**config.mk**
```make
export PLATFORM = sky130hd
export DESIGN_NAME = sweep_ctrl
export DESIGN_NICKNAME = d
export VERILOG_FILES = /design/src/rtl/sweep_ctrl.sv
export SDC_FILE = /design/constraint.sdc
export NUM_CORES = 1
export LEC_CHECK = 0
export ABC_AREA = 1
export BUFFER_PORTS_ARGS = -buffer_cell sky130_fd_sc_hd__buf_4
export CORE_AREA = 5 5 113 157
export DETAILED_ROUTE_END_ITERATION = 16
export DIE_AREA = 0 0 118 162
export PLACE_DENSITY = 0.56
export SLEW_MARGIN = 30
export SYNTH_ARGS = -nofsm -noshare
export SYNTH_HDL_FRONTEND = slang
export SYNTH_SLANG_ARGS = --single-unit
```
**constraint.sdc**
```tcl
create_clock -name clk -period 4.4 [get_ports clk]
set_input_delay 0.88 -clock clk [delete_from_list [all_inputs] [get_ports clk]]
set_output_delay 0.88 -clock clk [all_outputs]
set_load 0.1 [all_outputs]
```
**src/rtl/sweep_ctrl.sv**
```systemverilog
// ---------------------------------------------------------------------------
// sweep_ctrl
//
// Frequency-sweep sequencer for the sine generator. It drives the
// generator's en / incr / phase_offset inputs. The output frequency steps
// linearly from a start increment to a stop increment, and each step is held
// for a programmed number of dwell cycles. A sweep either runs once or
// repeats until it is stopped.
//
// Parameters
//   D_WIDTH   width of the increment and phase-offset values
//   DW_WIDTH  width of the dwell counter
//
// Ports
//   clk, rst         clock; asynchronous active-high reset
//   cfg_valid        configuration word valid
//   cfg_ready        configuration accepted this cycle if cfg_valid (IDLE only)
//   cfg_start_incr   first increment of the sweep
//   cfg_stop_incr    last increment of the sweep
//   cfg_step         increment delta per step (0 behaves as 1)
//   cfg_dwell        cycles each increment is held (0 behaves as 1)
//   cfg_phase        phase offset driven for the whole sweep
//   cfg_repeat       1: wrap to start after the last step, 0: single pass
//   start            begin a sweep (sampled in IDLE)
//   stop             abort the sweep (sampled in RUN)
//   en               generator enable
//   incr             generator address increment
//   phase_offset     generator phase offset
//   busy             high while sweeping
//   done             one-cycle pulse when a single-pass sweep completes
//   state_dbg        current FSM state (0 IDLE, 1 RUN, 2 DONE)
//
// Handshake: a configuration transfer happens on a rising clk edge where
// cfg_valid and cfg_ready are both high. cfg_ready is decoded from the state
// and does not depend on cfg_valid. All cfg_* fields are captured together
// on that edge. cfg_valid has no effect while cfg_ready is low.
// ---------------------------------------------------------------------------
module sweep_ctrl #(
    parameter int D_WIDTH  = 8,
    parameter int DW_WIDTH = 16
) (
    input  logic                clk,
    input  logic                rst,
    input  logic                cfg_valid,
    output logic                cfg_ready,
    input  logic [D_WIDTH-1:0]  cfg_start_incr,
    input  logic [D_WIDTH-1:0]  cfg_stop_incr,
    input  logic [D_WIDTH-1:0]  cfg_step,
    input  logic [DW_WIDTH-1:0] cfg_dwell,
    input  logic [D_WIDTH-1:0]  cfg_phase,
    input  logic                cfg_repeat,
    input  logic                start,
    input  logic                stop,
    output logic                en,
    output logic [D_WIDTH-1:0]  incr,
    output logic [D_WIDTH-1:0]  phase_offset,
    output logic                busy,
    output logic                done,
    output logic [1:0]          state_dbg
);

    typedef enum logic [1:0] {
        S_IDLE = 2'd0,
        S_RUN  = 2'd1,
        S_DONE = 2'd2
    } state_t;

    localparam logic [D_WIDTH-1:0]  D_ONE  = D_WIDTH'(1);
    localparam logic [D_WIDTH-1:0]  D_ZERO = '0;
    localparam logic [DW_WIDTH-1:0] DW_ONE = DW_WIDTH'(1);

    state_t state;

    // Latched configuration. Step and dwell are stored already normalised,
    // so a programmed 0 is kept as 1. This keeps the run-time compare and
    // step logic free of zero special cases.
    logic [D_WIDTH-1:0]  start_r;
    logic [D_WIDTH-1:0]  stop_r;
    logic [D_WIDTH-1:0]  step_r;
    logic [DW_WIDTH-1:0] dwell_r;
    logic [D_WIDTH-1:0]  phase_r;
    logic                repeat_r;

    logic [DW_WIDTH-1:0] dwell_cnt;

    // Handshake and normalised incoming fields
    logic                cfg_xfer;
    logic [D_WIDTH-1:0]  step_in;
    logic [DW_WIDTH-1:0] dwell_in;

    // A start on the same edge as a transfer must use the new values, so
    // the sweep seed is taken from the inputs in that case.
    logic [D_WIDTH-1:0]  eff_start;
    logic [D_WIDTH-1:0]  eff_phase;

    // Step computation
    logic                sweep_up;
    logic                at_stop;
    logic                step_edge;
    logic [D_WIDTH:0]    sum_ext;
    logic [D_WIDTH-1:0]  diff;
    logic [D_WIDTH-1:0]  next_incr;

    assign cfg_ready = (state == S_IDLE);
    assign state_dbg = state;

    assign cfg_xfer  = cfg_valid && cfg_ready;
    assign step_in   = (cfg_step  == D_ZERO)   ? D_ONE  : cfg_step;
    assign dwell_in  = (cfg_dwell == '0)       ? DW_ONE : cfg_dwell;

    assign eff_start = cfg_xfer ? cfg_start_incr : start_r;
    assign eff_phase = cfg_xfer ? cfg_phase      : phase_r;

    assign sweep_up  = (start_r <= stop_r);
    assign at_stop   = (incr == stop_r);
    assign step_edge = (dwell_cnt == (dwell_r - DW_ONE));

    // The sum is one bit wider so that an up step cannot wrap past the top
    // of the range. Anything at or above stop saturates to stop.
    assign sum_ext   = {1'b0, incr} + {1'b0, step_r};
    // In a down sweep incr never falls below stop, so this cannot underflow.
    assign diff      = incr - stop_r;

    always_comb begin
        next_incr = incr;
        if (sweep_up) begin
            if (sum_ext >= {1'b0, stop_r}) begin
                next_incr = stop_r;
            end else begin
                next_incr = sum_ext[D_WIDTH-1:0];
            end
        end else begin
            if (diff <= step_r) begin
                next_incr = stop_r;
            end else begin
                next_incr = incr - step_r;
            end
        end
    end

    always_ff @(posedge clk or posedge rst) begin
        if (rst) begin
            state        <= S_IDLE;
            en           <= 1'b0;
            incr         <= '0;
            phase_offset <= '0;
            busy         <= 1'b0;
            done         <= 1'b0;
            dwell_cnt    <= '0;
            start_r      <= D_ONE;
            stop_r       <= D_ONE;
            step_r       <= D_ONE;
            dwell_r      <= DW_ONE;
            phase_r      <= '0;
            repeat_r     <= 1'b0;
        end else begin
            case (state)
                S_IDLE: begin
                    if (cfg_xfer) begin
                        start_r  <= cfg_start_incr;
                        stop_r   <= cfg_stop_incr;
                        step_r   <= step_in;
                        dwell_r  <= dwell_in;
                        phase_r  <= cfg_phase;
                        repeat_r <= cfg_repeat;
                    end
                    if (start) begin
                        state        <= S_RUN;
                        incr         <= eff_start;
                        phase_offset <= eff_phase;
                        en           <= 1'b1;
                        busy         <= 1'b1;
                        dwell_cnt    <= '0;
                    end
                end

                S_RUN: begin
                    if (stop) begin
                        // An abort wins over a step edge on the same cycle.
                        // incr and phase_offset hold their last values.
                        state     <= S_IDLE;
                        en        <= 1'b0;
                        busy      <= 1'b0;
                        dwell_cnt <= '0;
                    end else if (step_edge) begin
                        dwell_cnt <= '0;
                        if (!at_stop) begin
                            incr <= next_incr;
                        end else if (repeat_r) begin
                            // Wrapping costs no extra cycle. When start equals
                            // stop, this holds the same value until stopped.
                            incr <= start_r;
                        end else begin
                            state <= S_DONE;
                            en    <= 1'b0;
                            busy  <= 1'b0;
                            done  <= 1'b1;
                        end
                    end else begin
                        dwell_cnt <= dwell_cnt + DW_ONE;
                    end
                end

                S_DONE: begin
                    done  <= 1'b0;
                    state <= S_IDLE;
                end

                default: begin
                    state <= S_IDLE;
                    en    <= 1'b0;
                    busy  <= 1'b0;
                    done  <= 1'b0;
                end
            endcase
        end
    end

endmodule

```
* Word-level counts from Yosys, hierarchy flattened *
Index checks and enable logic that the tools add are counted.

cells by class
  add/subtract/negate cells = 5
  order comparisons = 3
  equality and inequality tests = 13
  mux-type cells = 34
  bitwise gates (word level) = 2
  reductions and logical operators = 12

operators with widths
  cell                     number
  $mux W8                  11
  $mux W16                 4
  $pmux W16 S2             1
  $add A16 B1 Y16 const B  1
  $eq A16 B16 Y1           1
  $le A8 B8 Y1             2
  $logic_not A16 Y1        1
  $pmux W8 S2              1
  $sub A16 B1 Y16 const B  1
  $sub A8 B8 Y8            2
  $reduce_and A5 Y1        3
  $ne A3 B3 Y1 const B     4
  $mux W2                  5
  $add A8 B8 Y9            1
  $ge A9 B8 Y1             1
  $mux W1                  9
  $eq A8 B8 Y1             1
  $logic_not A8 Y1         1
  $ne A2 B2 Y1 const B     4
  $reduce_and A2 Y1        3
  $pmux W2 S2              1
  $reduce_and A4 Y1        1
  $pmux W1 S3              1
  $eq A2 B1 Y1 const B     1
  other kinds (7)          8

storage, ports and cells
  register bits after elaboration = 85
  input port bits = 54
  output and inout port bits = 22
  word-level logic and storage cells = 81

* Longest topological paths before layout *
Gate-level depths: netlist of the first run.

  depth in word-level cells = 8
  gate-level depth with buffers = 25
  gate-level depth less buffers = 25

* Least setup slack after synthesis of the first run *
OpenSTA, ideal clock, no wires.

  path kind = reg-to-reg
  start point = register incr[0]
  end point = register incr[7]
  library setup time = 0.120 ns
  arrival time = 3.647 ns
  data required time = 4.280 ns
  setup slack = 0.633 ns
  cell stages (with the launch flop) = 24
  period minus slack after synthesis = 3.767 ns
  cells stage by stage = dfrtp_1 > inv_1 > ha_1 > o21ai_0 > a21oi_1 > o21ai_0 > nand2_1 > nand2_1 > a21oi_1 > xor2_1 > ha_1 > nand2_1 > nor2_1 > nand4_1 > nand2_1 > nand2_1 > nand2_1 > nor2_1 > nor2_1 > nand2_1 > nand2_1 > nand2_1 > nand2_1 > nand2_1

on the way
  cells in the longest elaborated chain, start to end = 8
  elaborated cells on any way between the ends = 15
  classes of those cells = add/sub (3); order compare (2); eq/ne (2); mux (7); reduce/logical (1)

ends and longest elaborated chain
  item                                                   line      source
  from (decl)                                            55        output logic [D_WIDTH-1:0] incr,
  from (signal assigned)                                 169       incr <= eff_start;
  from (signal assigned)                                 188       incr <= next_incr;
  from (signal assigned)                                 192       incr <= start_r;
  $add A8 B8 Y9 / $sub A8 B8 Y8 (equally long branches)  120, 122
  $ge A9 B8 Y1 / $le A8 B8 Y1 (equally long branches)    127, 133
  $mux W8, on equally long branches                      127, 133
  $mux W8                                                126       if (sweep_up) begin
  $mux W8                                                187       if (!at_stop) begin
  $mux W8                                                185       end else if (step_edge) begin
  $mux W8                                                178       if (stop) begin
  $pmux W8 S2                                            157       case (state)

Several ways; a longest one is shown, not always the timed one. The select of a mux whose other input is x is not followed.
A chain may end at the register's enable or synchronous reset.

* Worst setup path after layout of the first run *
  start point = register incr[2]
  end point = register incr[6]

The elaborated chain is that of the path after synthesis.

==> summary.txt, run 1 <==
Setup path
  • FF-to-FF setup slack: between 0.7 and 0.8 ns
  • CP startpoint: incr[2]
  • CP arrival: between 3 and 4 ns
  • Worst reg2reg path depth: 23
  • CP Data Required Time: between 4 and 5 ns
  • Worst r2r dst: incr[6]
  • Critical Path End: incr[6]
  • RR Startpoint: incr[2]
  • Setup CP Type: register to register
  • Crit path launch type: register
  • Crit-path max FO: 9
  • Critical Path End Type: register

Routing
  • Drt via density: roughly 4.9
  • Vias: approximately 5.8k
  • Post-route DRC: 0
  • Initial DRC Count: around 300
  • Routed wire length: 18.5 mm
  • Drt wl/cell: between 15 and 20 um
  • Final ANT Viol Nets: 0
  • Drt first pass iters: 4

Timing
  • Fin crit share: 0.835
  • Final hold viol count: 0
  • Setup violators final: 0
  • RSZ-0062 raised after global routing: false
  • Setup ws final: around 0.73 ns
  • Worst Skew: approximately 0.0057 ns
  • Slew Limit Headroom: 0.458
  • Worst-Margin Slew: just over 0.8 ns
  • Setup TNS: 0 ns
  • Min Clock Period, post-route: roughly 3.7 ns
  • Max-slew violation count: 0
  • FMAX: between 0.2 and 0.3 GHz

CTS
  • Root Buffer: clkbuf_16
  • TritonCTS clock tree: yes
  • CTS resizes: 0
  • Post-CTS Setup Repair Bufs: 0
  • Clock latency on the worst-skew pair: 0.34 ns
  • Number of H-tree levels: 3
  • CTS sink count: 85
  • Max Buffers Root-to-Sink: 2
  • CTS Hold Bufs: 0
  • CTS clock-pin slew for the worst setup and hold paths: ~0.070 ns
  • TritonCTS Buffers: 9

Floorplan
  • Die X: 118 um
  • Die area: ~0.019 mm2
  • Initial Utilization: 0.393
  • Die height: between 150 and 200 um
  • Core footprint: about 0.016 mm2
  • Row count: 55
  • Io pins: between 70 and 80

Logic synthesis
  • Yosys reg bits: 85
  • Post-synth EDFFs: 0
  • Netlist cell types: 43
  • Post-synth top flop: dfrtp_1
  • Ys async rst share: 1.00
  • Syn Inst Count: between 900 and 1k
  • Mapped Area: roughly 0.0063 mm2
  • Post-synthesis sequential area ratio: 0.337
  • Yosys Warn Count: 0
  • Synth Area per Inst: 7.00 um2
  • Mapped Nets: 1008

Layout
  • Ratio of cells with drive above 1 in the final layout: 0.136
  • Final Net Count: 1083
  • N_diodes: 0
  • Final Util: 0.460
  • Area delta synth->final: 17.3%
  • Filler Cells Inserted: about 1.7k

Placed design
  • Placer Congestion: about 0.89
  • Place WS: 0.736 ns
  • HPWL Detailed: 14.7 mm
  • IO buf count: 75

Hold path
  • HP Class: register to register

Global route
  • GR Overflow Total: 0
  • Antenna violations before repair: 0
  • Global-route wire length before repair: 29.2 mm
  • Gr usage total: 0.192
  • Largest net degree at the start of global routing: 54
  • Vias in the first global route: between 5k and 6k

Flow run
  • Max-cap violations: 0

Run status
  • Status: finished clean
sequential cells by signal (all words and copies together), names as in the netlist:
name / flops
incr: 8
step_r: 8
state_dbg: 2
phase_offset: 8
stop_r: 8
busy: 1
start_r: 8
repeat_r: 1
phase_r: 8
dwell_r: 16
dwell_cnt: 16
done: 1
cells in the final DEF (no fill, tap or decap), types with 3 or more instances in the layout:
cell type and instances:
nand2_1 307, inv_1 105, buf_4 84, nor2_1 81, dfrtp_1 81, nand3_1 50
ha_1 48, o21ai_0 44, a21oi_1 35, xor2_1 26, nand4_1 23, xnor2_1 10
clkbuf_16 9, a31oi_1 8, nor3_1 7, nor2_2 6, nor4_1 6, nor2_4 5
nand2_2 4, nand3b_1 4, or2_2 4, dfstp_2 4, clkinv_2 3, fa_1 3
per-stage QoR:
| stage | instance area (um2) | hold WS (ns) | cells |
|---|---|---|---|
| global route | 7410 | 0.516 | 1182 |
| detailed placement | 7110 | 0.463 | 1166 |
| finish | 7410 | 0.475 | 1182 |
| global placement | 7110 | 0.457 | 1166 |
| CTS | 7410 | 0.482 | 1182 |
| floorplan | 6320 | 0.445 | 903 |
how the worst min path moves through the flow:
stage / start / to / slack, ns / depth (start not counted)
6_report: phase_r[7] / phase_r[7] / 0.47 / 2
5_1_grt: repeat_r / repeat_r / 0.52 / 2
4_1_cts: phase_r[4] / phase_r[4] / 0.48 / 2
3_5_place_dp: phase_r[4] / phase_r[4] / 0.46 / 2
3_3_place_gp: phase_r[6] / phase_r[6] / 0.46 / 2
2_1_floorplan: phase_r[0] / phase_r[0] / 0.44 / 2
layout make-up:
type,count,area [um2],share of cell area
timing repair buffer,84,631,0.0850
inverter,110,415,0.0560
multi-input combinational,688,3680,0.496
tap,199,249,0.0336
sequential,85,2130,0.288
clock buffer,9,225,0.0304
clock inverter,7,81.3,0.0110
synthesized netlist by cell type, types with 6 or more instances:
cell / number / area [um2]
a21oi_1: 35 / 175
nor3_1: 7 / 35.0
clkbuf_1: 10 / 37.5
o21ai_0: 44 / 220
nor2_1: 81 / 304
nor4_1: 6 / 37.5
nor2_2: 6 / 37.5
inv_1: 107 / 402
nand2_1: 307 / 1150
nand4_1: 23 / 144
xnor2_1: 10 / 87.6
a31oi_1: 8 / 50.1
nand3_1: 50 / 250
xor2_1: 26 / 228
ha_1: 48 / 601
dfrtp_1: 81 / 2030
per-layer routing:
metal,up-vias,part of all wire,GRT usage,wire (um)
met3,39,0.032,0.0240,591
met5,-,0,0,0
met2,80,0.54,0.365,10100
met1,2680,0.38,0.207,7030
li1,3041,-,-,-
met4,0,0.042,0.0934,779
critical path: stages, from the launching register on:
cell and delay [ns]:
dfrtp_1 0.45, ha_1 0.38, nand2_1 0.07, o21ai_0 0.25, a21oi_1 0.10, o21ai_0 0.26
nand2_1 0.08, nand2_1 0.06, a21oi_1 0.07, xor2_1 0.14, ha_1 0.29, nand2_1 0.07
nor2_1 0.15, nand4_1 0.30, nand2_1 0.36, nand2_1 0.08, nand2_1 0.07, nor2_1 0.04
nor2_1 0.08, nand2_1 0.05, nand2_1 0.05, nand2_1 0.04, nand2_1 0.06, nand2_1 0.05
cells by family after synthesis:
kind of cell	Yosys count	synth area share
fa+ha+maj	51	0.104
xor+xnor	36	0.0499
simple gates	505	0.346
flops	85	0.337
buf+inv	130	0.0805
compound gates	96	0.0815
Power of run 1 is left out: the tool's default activity adds up to more than one toggle a clock period on the data nets, which glitch-free logic cannot reach.
==> inputs of run 2 (changes only) <==
==> constraint.sdc (replaced) <==
create_clock -name clk -period 3.7 [get_ports clk]
set_input_delay 0.74 -clock clk [delete_from_list [all_inputs] [get_ports clk]]
set_output_delay 0.74 -clock clk [all_outputs]
set_load 0.1 [all_outputs]
==> run 2 against run 1 <==
Global-route usage grew 0.57 points. Final area grew 0.98%. Setup slack lost 0.41 ns. Count of clock-buffer cells in the layout grew 1. Critical path type unchanged. Non-clock buffer count grew 8. Highest routed layer unchanged. Register-to-register slack lost 0.41 ns. Critical path depth is the same. Clock skew grew 0.0065 ns. First-iteration DRC count grew 9.8%.
==> summary.txt, run 2 (synthesis results as in run 1) <==
Global route
  • Antenna violations before repair: 0
  • Vias in the first global route: roughly 6k
  • GR Overflow Total: 0
  • Largest net degree at the start of global routing: 86
  • Gr usage total: 0.198
  • Global-route wire length before repair: 30.1 mm

Floorplan
  • Initial Utilization: 0.393
  • Die height: around 160 um
  • Row count: 55
  • Io pins: 76
  • Die area: roughly 0.019 mm2
  • Core footprint: 0.0161 mm2
  • Die X: between 100 and 150 um

Setup path
  • Critical Path End Type: register
  • CP arrival: around 3.7 ns
  • Worst r2r dst: incr[6]
  • Crit path launch type: register
  • RR Startpoint: step_r[2]
  • CP Data Required Time: roughly 4.0 ns
  • Setup CP Type: register to register
  • FF-to-FF setup slack: approximately 0.32 ns
  • Worst reg2reg path depth: 23
  • Crit-path max FO: 10

CTS
  • TritonCTS clock tree: yes
  • CTS Hold Bufs: 0
  • Root Buffer: clkbuf_16
  • Clock latency on the worst-skew pair: ~0.34 ns
  • TritonCTS Buffers: 9
  • Max Buffers Root-to-Sink: 2
  • Number of H-tree levels: 3
  • CTS sink count: 85
  • Post-CTS Setup Repair Bufs: 0
  • CTS clock-pin slew for the worst setup and hold paths: 0.08 ns

Timing
  • Worst hold margin: roughly 0.48 ns
  • Fin crit share: 0.914
  • FMAX: 0.296 GHz
  • Final hold viol count: 0
  • Max-slew violation count: 0
  • Setup TNS: 0 ns
  • RSZ-0062 raised after global routing: false
  • Worst-Margin Slew: ~0.76 ns
  • Setup ws final: roughly 0.32 ns
  • Worst Skew: between 0.01 and 0.015 ns
  • Slew Limit Headroom: 0.495
  • Min Clock Period, post-route: around 3.4 ns
  • Setup violators final: 0

Routing
  • Post-route DRC: 0
  • Final ANT Viol Nets: 0
  • Drt first pass iters: 4
  • Routed wire length: about 19 mm
  • Drt via density: just under 5
  • Drt wl/cell: around 16 um
  • Vias: 5895
  • Initial DRC Count: between 300 and 400

Run status
  • Status: finished clean

Layout
  • Biggest regs: dwell_cnt x16, dwell_r x16
  • N_diodes: 0
  • Ratio of cells with drive above 1 in the final layout: 0.148
  • Filler Cells Inserted: about 1.7k
  • Area delta synth->final: 18.4%
  • Commonest non-fill, non-tap cell in the layout: nand2_1
  • Non-filler cells, final: roughly 1.2k
  • Commonest non-fill, non-tap cells in the layout: nand2_1, inv_1, buf_4
  • Reg area: around 0.0021 mm2
  • Final Net Count: about 1.1k
  • Multi-input gate area in the final layout: between 0.003 and 0.004 mm2

Placed design
  • Placed insts: ~1.2k
  • Placer Congestion: about 0.9
  • Place WS: roughly 0.2 ns
  • HPWL Detailed: 15.1 mm
  • IO buf count: 75

Hold path
  • HP Class: input port to async pin

Flow run
  • Max-cap violations: 0
-- run 2: worst max-delay path by stage --
stage | endpoint | slack, ns | startpoint | cells after the start
after global routing | incr[4] | 0.02 | step_r[3] | 23
after CTS | incr[6] | 0.14 | incr[2] | 23
after floorplan | incr[7] | 0.20 | incr[2] | 23
final | incr[6] | 0.32 | step_r[2] | 23
after global placement | incr[7] | 0.31 | incr[2] | 23
after detailed placement | incr[5] | 0.20 | incr[2] | 23
-- run 2: cell type report --
cell class / count / share of cell area
Clock buffer: 10 / 0.0319
Clock inverter: 6 / 0.00719
Inverter: 110 / 0.0555
Multi-Input combinational cell: 688 / 0.493
Sequential cell: 85 / 0.285
Tap cell: 199 / 0.0333
Timing Repair Buffer: 92 / 0.0939
-- run 2: timing repair --
action	CTS	global route
endpoints found under the hold margin	0	0
resized for setup	0	5
setup endpoints to repair	0	7
-- run 2: critical path, cell delays in order (launching register included) --
cell	delay, ns
dfrtp_1	0.41
inv_1	0.08
ha_1	0.44
nor2_1	0.21
nand2_1	0.07
nand3_1	0.12
xor2_1	0.29
inv_1	0.08
ha_1	0.28
nand2_1	0.10
inv_1	0.04
nand2_1	0.06
nand3_1	0.07
nand2_1	0.06
nand2_1	0.05
nand2_1	0.22
nand3_2	0.20
nand2_1	0.10
nand3_1	0.11
nand2_1	0.09
nand2_1	0.05
nand2_1	0.05
nand2_1	0.05
nand2_1	0.07
-- run 2: metrics by stage --
stage,cell area [um2],utilization
3_5_place_dp,7180,0.446
2_1_floorplan,6330,-
5_1_grt,7490,0.465
3_3_place_gp,7180,0.446
6_report,7490,0.465
4_1_cts,7480,0.464
-- run 2: routing by layer --
metal  track usage  vias up  wire (um)
met4        0.0908        0        869
met3        0.0268       40        624
met2         0.385       93      10400
met1         0.207     2713       6960
li1              -     3049          -
met5             0        -          0
Power of run 2 is left out for the same reason.
==> inputs of run 3 (changes only) <==
--- a/config.mk
+++ b/config.mk
@@ -5,11 +5,11 @@
 export SDC_FILE = /design/constraint.sdc
 export NUM_CORES = 1
 export LEC_CHECK = 0
-export ABC_AREA = 1
 export BUFFER_PORTS_ARGS = -buffer_cell sky130_fd_sc_hd__buf_4
-export CORE_AREA = 5 5 113 157
+export CORE_AREA = 5 5 109 152
 export DETAILED_ROUTE_END_ITERATION = 16
-export DIE_AREA = 0 0 118 162
+export DIE_AREA = 0 0 114 157
+export GPL_TIMING_DRIVEN = 1
 export PLACE_DENSITY = 0.56
 export SLEW_MARGIN = 30
 export SYNTH_ARGS = -nofsm -noshare
==> constraint.sdc (replaced) <==
create_clock -name clk -period 4.4 [get_ports clk]
set_input_delay 0.88 -clock clk [delete_from_list [all_inputs] [get_ports clk]]
set_output_delay 0.88 -clock clk [all_outputs]
set_load 0.1 [all_outputs]
==> run 3 against run 2 <==
Clock skew fell by 0.0036 ns. Via count fell by 12%. Sequential share of layout area rose by 2.3 points. Critical path depth fell by 5. Final area fell by 7.6%. Area after synthesis fell by 6.5%. Critical path type unchanged. Critical endpoint unchanged.
==> summary.txt, run 3 <==
Routing
  • Final ANT Viol Nets: 0
  • Drt first pass iters: 4
  • Drt wl/cell: 16.7 um
  • Vias: between 5k and 6k
  • Drt via density: roughly 5.4
  • Routed wire length: between 15 and 20 mm
  • Initial DRC Count: 201
  • Post-route DRC: 0

Pwr
  • Lkg Pwr: 0.00326 uW
  • Register share of total power: 0.226
  • Internal power: 2530 uW
  • Pwr dens: approximately 720 mW/mm2
  • Maximum VDD drop: 404 uV
  • NetSw: roughly 2400 uW
  • Combinational power share: 0.611
  • Clk network pwr share: 0.163
  • Switching share of power: 0.491

Layout
  • Area delta synth->final: 17.0%
  • Biggest regs: dwell_cnt x16, dwell_r x16
  • Multi-input gate area in the final layout: 0.00350 mm2
  • Ratio of cells with drive above 1 in the final layout: 0.159
  • Final Net Count: approximately 880
  • N_diodes: 0
  • Commonest non-fill, non-tap cells in the layout: nand2_1, buf_4, dfrtp_1
  • Reg area: roughly 0.0021 mm2
  • Commonest non-fill, non-tap cell in the layout: nand2_1
  • Non-filler cells, final: 968
  • Final Util: 0.464
  • Filler Cells Inserted: roughly 1.5k

CTS
  • Post-CTS Setup Repair Bufs: 0
  • CTS sink count: 85
  • CTS Hold Bufs: 0
  • Clock latency on the worst-skew pair: between 0.3 and 0.4 ns
  • Root Buffer: clkbuf_16
  • CTS clock-pin slew for the worst setup and hold paths: about 0.070 ns
  • TritonCTS Buffers: 9
  • TritonCTS clock tree: yes
  • Max Buffers Root-to-Sink: 2
  • Number of H-tree levels: 3
  • CTS resizes: 0

Logic synthesis
  • Most frequent cell after synthesis: nand2_1
  • Post-synth EDFFs: 0
  • Yosys Warn Count: 0
  • Yosys top cell by area: dfrtp_1
  • Commonest cells in the netlist: nand2_1, dfrtp_1, nor2_1
  • Netlist cell types: between 70 and 80
  • Mapped Area: approximately 0.0059 mm2
  • Post-synth top flop: dfrtp_1
  • Post-synthesis sequential area ratio: 0.361
  • Yosys top cell area share: 0.343
  • Ys async rst share: 1.00
  • Syn Inst Count: just over 700
  • Synth Area per Inst: 8.30 um2
  • Mapped Nets: just over 800
  • Yosys reg bits: 85
  • Synth top area cells: dfrtp_1, nand2_1, ha_1

Hold path
  • Worst hold stages: 2
  • HP Class: register to register

Floorplan
  • Die area: 0.0179 mm2
  • Core footprint: around 0.015 mm2
  • Row count: 53
  • Io pins: 76
  • Initial Utilization: 0.396
  • Die X: 114 um
  • Die height: between 150 and 200 um

Setup path
  • Crit-path max FO: 13
  • Cells along the critical path: ha_1 -> nor2b_1 -> o21ai_1 -> a21boi_0 -> o21ai_0 -> nand2b_1 -> a21o_1 -> a21oi_1 -> xor2_1 -> ha_1 -> nand2_1 -> or3b_2 -> a2bb2oi_1 -> buf_4 -> o31ai_1 -> o22ai_1 -> a311o_1 -> a31oi_1
  • Critical-path top delay cell: dfrtp_2
  • Worst path max stage delay: roughly 0.47 ns
  • Most frequent CP cell: ha_1
  • CP arrival: 4.37 ns
  • CP Data Required Time: between 4 and 5 ns
  • Setup CP Type: register to register
  • Worst reg2reg path depth: 18
  • Worst Path Buf+Inv: 1
  • Worst path depth: 18
  • Critical Path End Type: register
  • Largest delay share family, worst path: compound AO/OA/AOI/OAI gates
  • Crit path launch type: register

Timing
  • Slew Limit Headroom: 0.444
  • FMAX: approximately 0.24 GHz
  • Setup TNS: 0 ns
  • Worst-Margin Slew: 0.832 ns
  • Fin crit share: 0.933
  • Max-slew violation count: 0
  • Setup violators final: 0
  • RSZ-0062 raised after global routing: false
  • Final hold viol count: 0
  • Min Clock Period, post-route: 4.11 ns
  • Worst Skew: about 0.0086 ns

Placed design
  • Placed insts: 952
  • IO buf count: 75
  • HPWL Detailed: 12.7 mm
  • Placer Congestion: approximately 0.90

Global route
  • Global-route wire length before repair: approximately 27 mm
  • GR Overflow Total: 0
  • Largest net degree at the start of global routing: 42
  • Antenna violations before repair: 0
  • Vias in the first global route: ~5.5k
  • Gr usage total: 0.188

Flow run
  • Max-cap violations: 0

Run status
  • Status: finished clean
[run 3: cell count changes in the layout (fill, tap and decap cells not counted), sizes merged, moves of 7 or more]
cell,delta
a21o,+8
xnor2,+12
nor2,-27
nand4,-9
buf,-10
or3,+7
nand3,-43
inv,-78
nand2,-143
nor2b,+8
a21oi,-8
[run 3: area by class of cell]
type | count | share of cell area
tap | 192 | 0.0347
multi-input combinational | 562 | 0.506
timing repair buffer | 82 | 0.0890
clock inverter | 6 | 0.00995
clock buffer | 10 | 0.0346
sequential | 85 | 0.308
inverter | 31 | 0.0170
[run 3: cells by family after synthesis]
kind of cell	count (synthesis)	synth area share
mux	5	0.00889
compound gates	143	0.161
flops	85	0.361
xor+xnor	44	0.0652
simple gates	319	0.246
fa+ha+maj	51	0.112
buf+inv	65	0.0468
[run 3: power by group through the flow]
stage / Combinational, uW / Clock [uW] / Sequential [uW]
4_1_cts: 3050 / 825 / 1130
6_report: 3040 / 811 / 1130
3_3_place_gp: 2960 / 0 / 1130
3_5_place_dp: 3040 / 0 / 1140
5_1_grt: 3370 / 859 / 1150
2_1_floorplan: 1890 / 0 / 1520
[run 3: final timing paths]
path	startpoint	endpoint	slack, ns
setup / recovery	incr[1]	incr[6]	0.29
hold / removal	phase_r[2]	phase_r[2]	0.47
setup reg to reg	incr[1]	incr[6]	0.29
hold reg to reg	phase_r[2]	phase_r[2]	0.47
max in group asynchronous	rst	start_r[0]	2.86
min in group asynchronous	rst	stop_r[5]	0.66
[run 3: metrics by stage]
step / setup slack (ns) / hold slack, ns / power [uW] / cell area (um2)
2_1_floorplan: 0.0328 / 0.441 / 3410 / 5910
3_3_place_gp: 0.317 / 0.456 / 4090 / 6610
3_5_place_dp: 0.142 / 0.459 / 4180 / 6610
4_1_cts: 0.131 / 0.476 / 5000 / 6920
5_1_grt: 0.0331 / 0.492 / 5380 / 6920
6_report: 0.293 / 0.473 / 4970 / 6920
[run 3: metal layers]
layer,up-vias,global-route usage,share of wire
li1,2580,-,-
met2,88,0.362,0.55
met5,-,0,0
met1,2509,0.205,0.40
met3,25,0.0292,0.031
met4,0,0.0668,0.026
[run 3: tightest hold or removal path: cells and delay by family (launching register included)]
| family | cells | cell delay, ns |
|---|---|---|
| flops | 1 | 0.32 |
| simple gates | 2 | 0.11 |
Power figures use the tool's default switching activity.
